File: config.mk
export PLATFORM = sky130hd
export DESIGN_NAME = br_resolve_queue
export DESIGN_NICKNAME = d
export VERILOG_FILES = /design/src/rtl/br_resolve_queue.sv
export SDC_FILE = /design/constraint.sdc
export NUM_CORES = 1
export LEC_CHECK = 0
export BUFFER_PORTS_ARGS = -buffer_cell sky130_fd_sc_hd__clkbuf_2
export CAP_MARGIN = 20
export CORE_ASPECT_RATIO = 2
export CORE_UTILIZATION = 45
export DETAILED_ROUTE_END_ITERATION = 7
export PLACE_DENSITY_LB_ADDON = 0.08
export SYNTH_ARGS = -nofsm -noshare
export SYNTH_HDL_FRONTEND = slang
export SYNTH_SLANG_ARGS = --single-unit
File: constraint.sdc
create_clock -name clk -period 15 [get_ports clk]
set_input_delay 3.75 -clock clk [delete_from_list [all_inputs] [get_ports clk]]
set_output_delay 3.75 -clock clk [all_outputs]
set_load 0.1 [all_outputs]
File: src/rtl/br_resolve_queue.sv
// In-order queue of branch prediction snapshots, checked against WB resolution.
// Raises redirect/flush on mispredict, drives predictor update strobe and statistics.
module br_resolve_queue #(
  parameter int DEPTH          = 4,
  parameter int HIST_W         = 3,
  parameter int RECOVER_CYCLES = 2
) (
  input  logic              clk,
  input  logic              reset,
  input  logic              if_push,
  input  logic [15:0]       if_pc,
  input  logic              if_pred_taken,
  input  logic [15:0]       if_pred_target,
  input  logic [HIST_W-1:0] if_hist,
  input  logic              wb_resolve,
  input  logic              wb_actual_taken,
  input  logic [15:0]       wb_actual_target,
  output logic              full,
  output logic              empty,
  output logic              redirect_valid,
  output logic [15:0]       redirect_pc,
  output logic              upd_valid,
  output logic [15:0]       upd_pc,
  output logic [HIST_W-1:0] upd_hist,
  output logic              upd_taken,
  output logic [15:0]       br_count,
  output logic [15:0]       mp_count,
  output logic              err
);

  localparam int AW = $clog2(DEPTH);
  localparam int CW = (RECOVER_CYCLES < 1) ? 1 : $clog2(RECOVER_CYCLES + 1);
  localparam logic [AW:0]   PTR_ONE  = (AW+1)'(1);
  localparam logic [CW-1:0] REC_LOAD = CW'(RECOVER_CYCLES);

  typedef enum logic [0:0] {
    RUN     = 1'b0,
    RECOVER = 1'b1
  } state_t;

  state_t            state, state_next;
  logic [CW-1:0]     rec_cnt, rec_cnt_next;
  logic [AW:0]       wr_ptr, rd_ptr, wr_ptr_next, rd_ptr_next;

  logic [15:0]       pc_mem     [DEPTH];
  logic [15:0]       tgt_mem    [DEPTH];
  logic              taken_mem  [DEPTH];
  logic [HIST_W-1:0] hist_mem   [DEPTH];

  logic              ptr_full, ptr_empty, in_run;
  logic [15:0]       h_pc, h_tgt;
  logic              h_taken;
  logic [HIST_W-1:0] h_hist;
  logic              do_pop, do_push, mispredict, err_set;
  logic [15:0]       redirect_calc;

  assign ptr_full  = (wr_ptr[AW-1:0] == rd_ptr[AW-1:0]) && (wr_ptr[AW] != rd_ptr[AW]);
  assign ptr_empty = (wr_ptr == rd_ptr);
  assign in_run    = (state == RUN);

  assign h_pc    = pc_mem[rd_ptr[AW-1:0]];
  assign h_tgt   = tgt_mem[rd_ptr[AW-1:0]];
  assign h_taken = taken_mem[rd_ptr[AW-1:0]];
  assign h_hist  = hist_mem[rd_ptr[AW-1:0]];

  // Resolve/push qualification, squash and error detection
  always_comb begin
    do_pop     = wb_resolve & in_run & ~ptr_empty;
    mispredict = do_pop & ((h_taken != wb_actual_taken) |
                           (h_taken & wb_actual_taken & (h_tgt != wb_actual_target)));
    // a younger-path push alongside a mispredict is dropped without error
    do_push    = if_push & in_run & ~ptr_full & ~mispredict;
    err_set    = (if_push & in_run & ptr_full & ~mispredict) |
                 (wb_resolve & (~in_run | ptr_empty));
    redirect_calc = wb_actual_taken ? wb_actual_target : (h_pc + 16'd2);
    rd_ptr_next = do_pop ? (rd_ptr + PTR_ONE) : rd_ptr;
    if (mispredict) begin
      wr_ptr_next = rd_ptr_next;
    end else if (do_push) begin
      wr_ptr_next = wr_ptr + PTR_ONE;
    end else begin
      wr_ptr_next = wr_ptr;
    end
  end

  // Recovery FSM next-state logic
  always_comb begin
    state_next   = state;
    rec_cnt_next = rec_cnt;
    case (state)
      RUN: begin
        if (mispredict) begin
          state_next   = RECOVER;
          rec_cnt_next = REC_LOAD;
        end else begin
          state_next   = RUN;
        end
      end
      RECOVER: begin
        if (rec_cnt <= {{(CW-1){1'b0}}, 1'b1}) begin
          state_next   = RUN;
          rec_cnt_next = {CW{1'b0}};
        end else begin
          rec_cnt_next = rec_cnt - {{(CW-1){1'b0}}, 1'b1};
        end
      end
      default: begin
        state_next   = RUN;
        rec_cnt_next = {CW{1'b0}};
      end
    endcase
  end

  // Snapshot storage; entries need no reset, pointers define validity
  always_ff @(posedge clk) begin
    if (do_push) begin
      pc_mem[wr_ptr[AW-1:0]]    <= if_pc;
      tgt_mem[wr_ptr[AW-1:0]]   <= if_pred_target;
      taken_mem[wr_ptr[AW-1:0]] <= if_pred_taken;
      hist_mem[wr_ptr[AW-1:0]]  <= if_hist;
    end
  end

  // Control state, status flags, strobes, payloads and statistics
  always_ff @(posedge clk) begin
    if (reset) begin
      state          <= RUN;
      rec_cnt        <= {CW{1'b0}};
      wr_ptr         <= {(AW+1){1'b0}};
      rd_ptr         <= {(AW+1){1'b0}};
      full           <= 1'b0;
      empty          <= 1'b1;
      redirect_valid <= 1'b0;
      redirect_pc    <= 16'h0000;
      upd_valid      <= 1'b0;
      upd_pc         <= 16'h0000;
      upd_hist       <= {HIST_W{1'b0}};
      upd_taken      <= 1'b0;
      br_count       <= 16'h0000;
      mp_count       <= 16'h0000;
      err            <= 1'b0;
    end else begin
      state          <= state_next;
      rec_cnt        <= rec_cnt_next;
      wr_ptr         <= wr_ptr_next;
      rd_ptr         <= rd_ptr_next;
      full           <= (wr_ptr_next[AW-1:0] == rd_ptr_next[AW-1:0]) &&
                        (wr_ptr_next[AW] != rd_ptr_next[AW]);
      empty          <= (wr_ptr_next == rd_ptr_next);
      upd_valid      <= do_pop;
      redirect_valid <= mispredict;
      if (do_pop) begin
        upd_pc    <= h_pc;
        upd_hist  <= h_hist;
        upd_taken <= wb_actual_taken;
        br_count  <= (br_count == 16'hFFFF) ? br_count : (br_count + 16'd1);
      end
      if (mispredict) begin
        redirect_pc <= redirect_calc;
        mp_count    <= (mp_count == 16'hFFFF) ? mp_count : (mp_count + 16'd1);
      end
      if (err_set) begin
        err <= 1'b1;
      end
    end
  end

endmodule

# Word level (Yosys, flattened, before mapping)
# Memory sizes are Yosys's and may differ from the RTL's. A register that Yosys moved wholly into a read port is not among the register bits.
# Index checks and enable logic that the tools add are counted.
# totals
register_bits,79
latchBits,0
mem_bits_rw,144
rom_bits,0
input_bits,57
output_inout_bits,73
word_cells,75
mem_count,4
# mem_list
memory,depth,word_bits,read_ports,rd_ports_with_merged_regs,wr,line_no,source
pc_mem,4,16,1,1,1,45,logic [15:0] pc_mem [DEPTH];
tgt_mem,4,16,1,1,1,46,logic [15:0] tgt_mem [DEPTH];
hist_mem,4,3,1,1,1,48,logic [HIST_W-1:0] hist_mem [DEPTH];
taken_mem,4,1,1,1,1,47,logic taken_mem [DEPTH];
# op_classes
n_addsub,6
multipliers,0
div,0
n_lt_le_gt_ge,1
eq_ne,11
shift,0
muxes,15
bitwise,20
reduce_logical,4
# op_table
op,n
"adder 16 x 1 -> 16 bit, second input constant",2
"equality test 16 bit, second input constant",2
"adder 16 x 2 -> 16 bit, second input constant",1
2-to-1 mux 16 bit,1
inequality test 16 bit,1
AND 1 bit,11
2-to-1 mux 2 bit,5
2-to-1 mux 3 bit,3
"adder 3 x 1 -> 3 bit, second input constant",2
equality test 3 bit,2
NOT 1 bit,6
equality test 2 bit,2
2-to-1 mux 1 bit,4
case mux 2 bit (2 select lines),1
AND reduction 2 bit,2
inequality test 1 bit,3
bitwise OR 1 bit,3
"less-or-equal comparator 2 x 1 -> 1 bit, second input constant",1
logical AND 1 bit,2
"inequality test 2 x 1 -> 1 bit, second input constant",1
case mux 1 bit (2 select lines),1
"subtractor 2 x 1 -> 2 bit, second input constant",1

# Longest topological paths before layout
# logic_depth
ltp_word,10
mapped_depth,12
mapped_depth_nobuf,8

# Worst setup path after synthesis
# No wires, ideal clock.
# synth_path
kind,in2reg
start,in wb_actual_target[1]
end,"mem hist_mem[3][0], enable pin"
t_arrival_ns,6.973
t_required_ns,14.526
slack_ns,7.553
stages,4
cell_sequence,xor2_1 nor4_2 a31oi_4 nor3_1
# synth_between
elab_chain_cells,8
# synth_lines
item,line_no,source
from (decl),17,"input logic [15:0] wb_actual_target,"
inequality test 16 bit,70,(h_taken & wb_actual_taken & (h_tgt != wb_actual_target)));
AND 1 bit,70,
bitwise OR 1 bit,69,mispredict = do_pop & ((h_taken != wb_actual_taken) |
AND 1 bit,69,
NOT 1 bit,72,do_push = if_push & in_run & ~ptr_full & ~mispredict;
AND 1 bit,72,
2-to-1 mux 1 bit,116,if (do_push) begin
2-to-1 mux 1 bit (implied by the code),120,hist_mem[wr_ptr[AW-1:0]] <= if_hist;
to (decl),48,
# Every way passes these cells.

# Final worst setup path
# layout_path
start,in wb_actual_taken
end,"mem pc_mem[1][10], enable pin"
# layout_between
elab_chain_cells,8
word_cells_on_any_way,9
classes_between,eq/ne: 1; mux: 2; bitwise: 6
# layout_lines
item,line_no,source
from (decl),16,"input logic wb_actual_taken,"
AND 1 bit (2 in series),70,
bitwise OR 1 bit *,69,
AND 1 bit *,69,
NOT 1 bit *,72,
AND 1 bit *,72,
2-to-1 mux 1 bit *,116,
2-to-1 mux 1 bit (implied by the code) *,117,pc_mem[wr_ptr[AW-1:0]] <= if_pc;
to (decl),45,
# Every way passes the cells marked *; elsewhere a longest branch is shown, timed or not.

==> results.ini <==
[status]
status = complete, no violations

[finish]
final_util = 0.531
final_nets = 866
drive_gt1_frac = 0.265
antennaDiodeCount = 0
stdcell_count = 1080
num-fill-cells = 1748
area_delta_synth_final_pct = 16.3

[logic_synthesis]
synthCells = 672
synth-seq-cells = 226
yosys_most_used_dff = edfxtp_1
yosys.area_share.simple = 0.110
synth_area_leaders = edfxtp_1 (46%), dfxtp_1 (18%), mux4_2 (8.2%)
synthMuxAreaShare = 0.110
post_synth_most_frequent_cells = edfxtp_1 (144), dfxtp_1 (82), nand2_1 (77), nor2_1 (46), a21oi_1 (38)
syn_area_um2 = 9300
synth_top_area_cell = edfxtp_1
synth_most_common_cell = edfxtp_1
synth_top_area_frac = 0.465
yosys_warnings = 0
syn_area_per_cell_um2 = 13.8
synth-edff-count = 144
ys_seq_area_frac = 0.641
synth_top_family_by_area = simple AND/OR/NAND/NOR gates
synthAdderAreaFrac = 0.0121
synth_compound_area_frac = 0.0541
synth_xor_area_frac = 0.0508
syn-num-nets = 738
yosysUniqueCellTypes = 49
async_flop_share = 0

[clock_network]
cts_max_path_buffers = 3
ctsHoldBuffers = 0
clkSinkCount = 226
cts_made_buffers = 20
cts_tree = yes
post-cts-setup-buffers = 0
htree_levels = 1
clk_latency_ps = 500
path_clk_slew_ps = 60
cts_resized = 0
cts_root_buffer = clkbuf_16

[drt]
vias = 5854
drtIter0Drc = 294
via_per_inst = 5.42
wire_per_inst_um = 19.7
first_pass_iters = 4
wl_um = 21300
postRouteAntennaNets = 0
drc = 0

[floorplanning]
core_um2 = 20400
io_pins = 130
dieArea_um2 = 21300
fp.dieH_um = 205
row_count = 74
die_w_um = 104
initial_core_util = 0.457

[sta]
min_period_ps = 5880
max_freq_mhz = 170
finalCritPeriodShare = 0.392
worstMarginPinSlew_ps = 1070
finalSetupViolations = 0
slew_viol_final = 0
hold_viol_final = 0
clock_skew_ps = 15.1
relSlewSlack = 0.284
setup-tns-final_ps = 0
rsz0062_at_grt = no

[place]
place_inst = 1044
portBuffers = 129
dp_hpwl_um = 14300
gp_congestion = 0.784

[critical_path]
setup.worst_path.start_class = input port
worstSetupEndpointType = flip-flop
path_delay_family = simple AND/OR/NAND/NOR gates
cp.arrival_ps = 5990
path_cells = clkbuf_2 -> ha_1 -> and3_1 -> nor2_4 -> and3_2
slowest_delay_ps = 950
path_class = input port to flip-flop
crit_required_ps = 15110
critPathSlowestCell = and3_2
critical_path_buf_inv_count = 1
cp_max_fo = 36

[grt]
gr-total-overflow = 0
grt_usage = 0.202
grt_pass1_vias = 5944
grt_pass1_wl_um = 32600
grt_max_degree = 80
antenna_found_initial = 0

[power_and_ir_drop]
vdd_ir_drop_max_uv = 158
design_power_total_mw = 2.12
p_per_area_nw_per_um2 = 195
p_leak_nw = 3.96

[run]
cap_violations = 0

[hold_path]
hold_path.class = flip-flop to flip-flop

==> cell type report <==
cell class	count	area [µm²]	share of cell area
clock buffers	27	571	0.0527
clock inverters	9	88.8	0.00821
inverters	8	30.0	0.00277
multi-input cells	409	3150	0.291
flip-flops and latches	226	5970	0.551
well taps	266	333	0.0307
repair buffers	135	688	0.0636
==> cell usage in the layout, fill, tap and decap left out, types with 11 or more instances in the layout <==
master	n
edfxtp_1	144
clkbuf_2	130
dfxtp_1	80
nand2_1	77
nor2_1	46
a21oi_1	38
mux4_2	34
xnor2_1	28
xor2_1	26
clkbuf_16	22
o21ai_0	21
nand3_1	16
and3_1	13
mux2i_1	12
nand4_1	11
==> sequential cells by signal (all words and copies together), names as in the netlist <==
register and cells:
rd_ptr 3, mp_count 16, upd_hist 3, rec_cnt 2
wr_ptr 3, redirect_pc 16, empty 1, hist_mem 12
taken_mem 4, err 1, upd_pc 16, br_count 16
tgt_mem 64, state 1, upd_taken 1, full 1
upd_valid 1, pc_mem 64, redirect_valid 1
==> report_power, final <==
part | switching, mW | internal, mW | leakage, nW
Sequential | 0.0449 | 0.787 | 1.98
Combinational | 0.568 | 0.196 | 1.65
Clock | 0.218 | 0.301 | 0.324
==> per-stage QoR <==
step                      area (µm²)  setup WS (ps)  hold WS, ps
after CTS                      10800           9060          459
after floorplan                 9300           7550          454
after global placement         10200           8640          445
after global routing           10800           8970          480
final                          10800           9120          455
after detailed placement       10200           8550          450
==> cells by family (layout without fill, tap and decap cells) <==
group | Yosys count | after routing
flops | 226 | 226
simple gates | 208 | 208
compound gates | 83 | 83
mux | 55 | 55
xor+xnor | 54 | 54
buf+inv | 37 | 179
fa+ha+maj | 9 | 9
==> final timing paths <==
| path | start | to | slack [ps] | depth (start not counted) |
|---|---|---|---|---|
| worst max register to register | rd_ptr[0]$_SDFF_PP0_ | pc_mem[1][10]$_DFFE_PP_ | 10990 | 7 |
| worst max-delay path | wb_actual_taken | pc_mem[1][10]$_DFFE_PP_ | 9120 | 5 |
| worst min-delay path | upd_pc[7]$_SDFFE_PP0P_ | upd_pc[7]$_SDFFE_PP0P_ | 450 | 2 |
| worst min register to register | upd_pc[7]$_SDFFE_PP0P_ | upd_pc[7]$_SDFFE_PP0P_ | 450 | 2 |
==> tightest hold or removal path: cells and delay by family, from the launching register on <==
kind / cells / cell delay [ps]
flops: 1 / 310
simple gates: 1 / 50
compound gates: 1 / 50
==> metal layers <==
layer / up-vias / share of wire / GRT usage
met5: - / 0 / 0
met4: 0 / 0.026 / 0.0765
met3: 34 / 0.039 / 0.0272
met2: 167 / 0.54 / 0.377
met1: 2882 / 0.40 / 0.233
li1: 2771 / - / -
No activity file was read; power rests on OpenSTA's default activity.
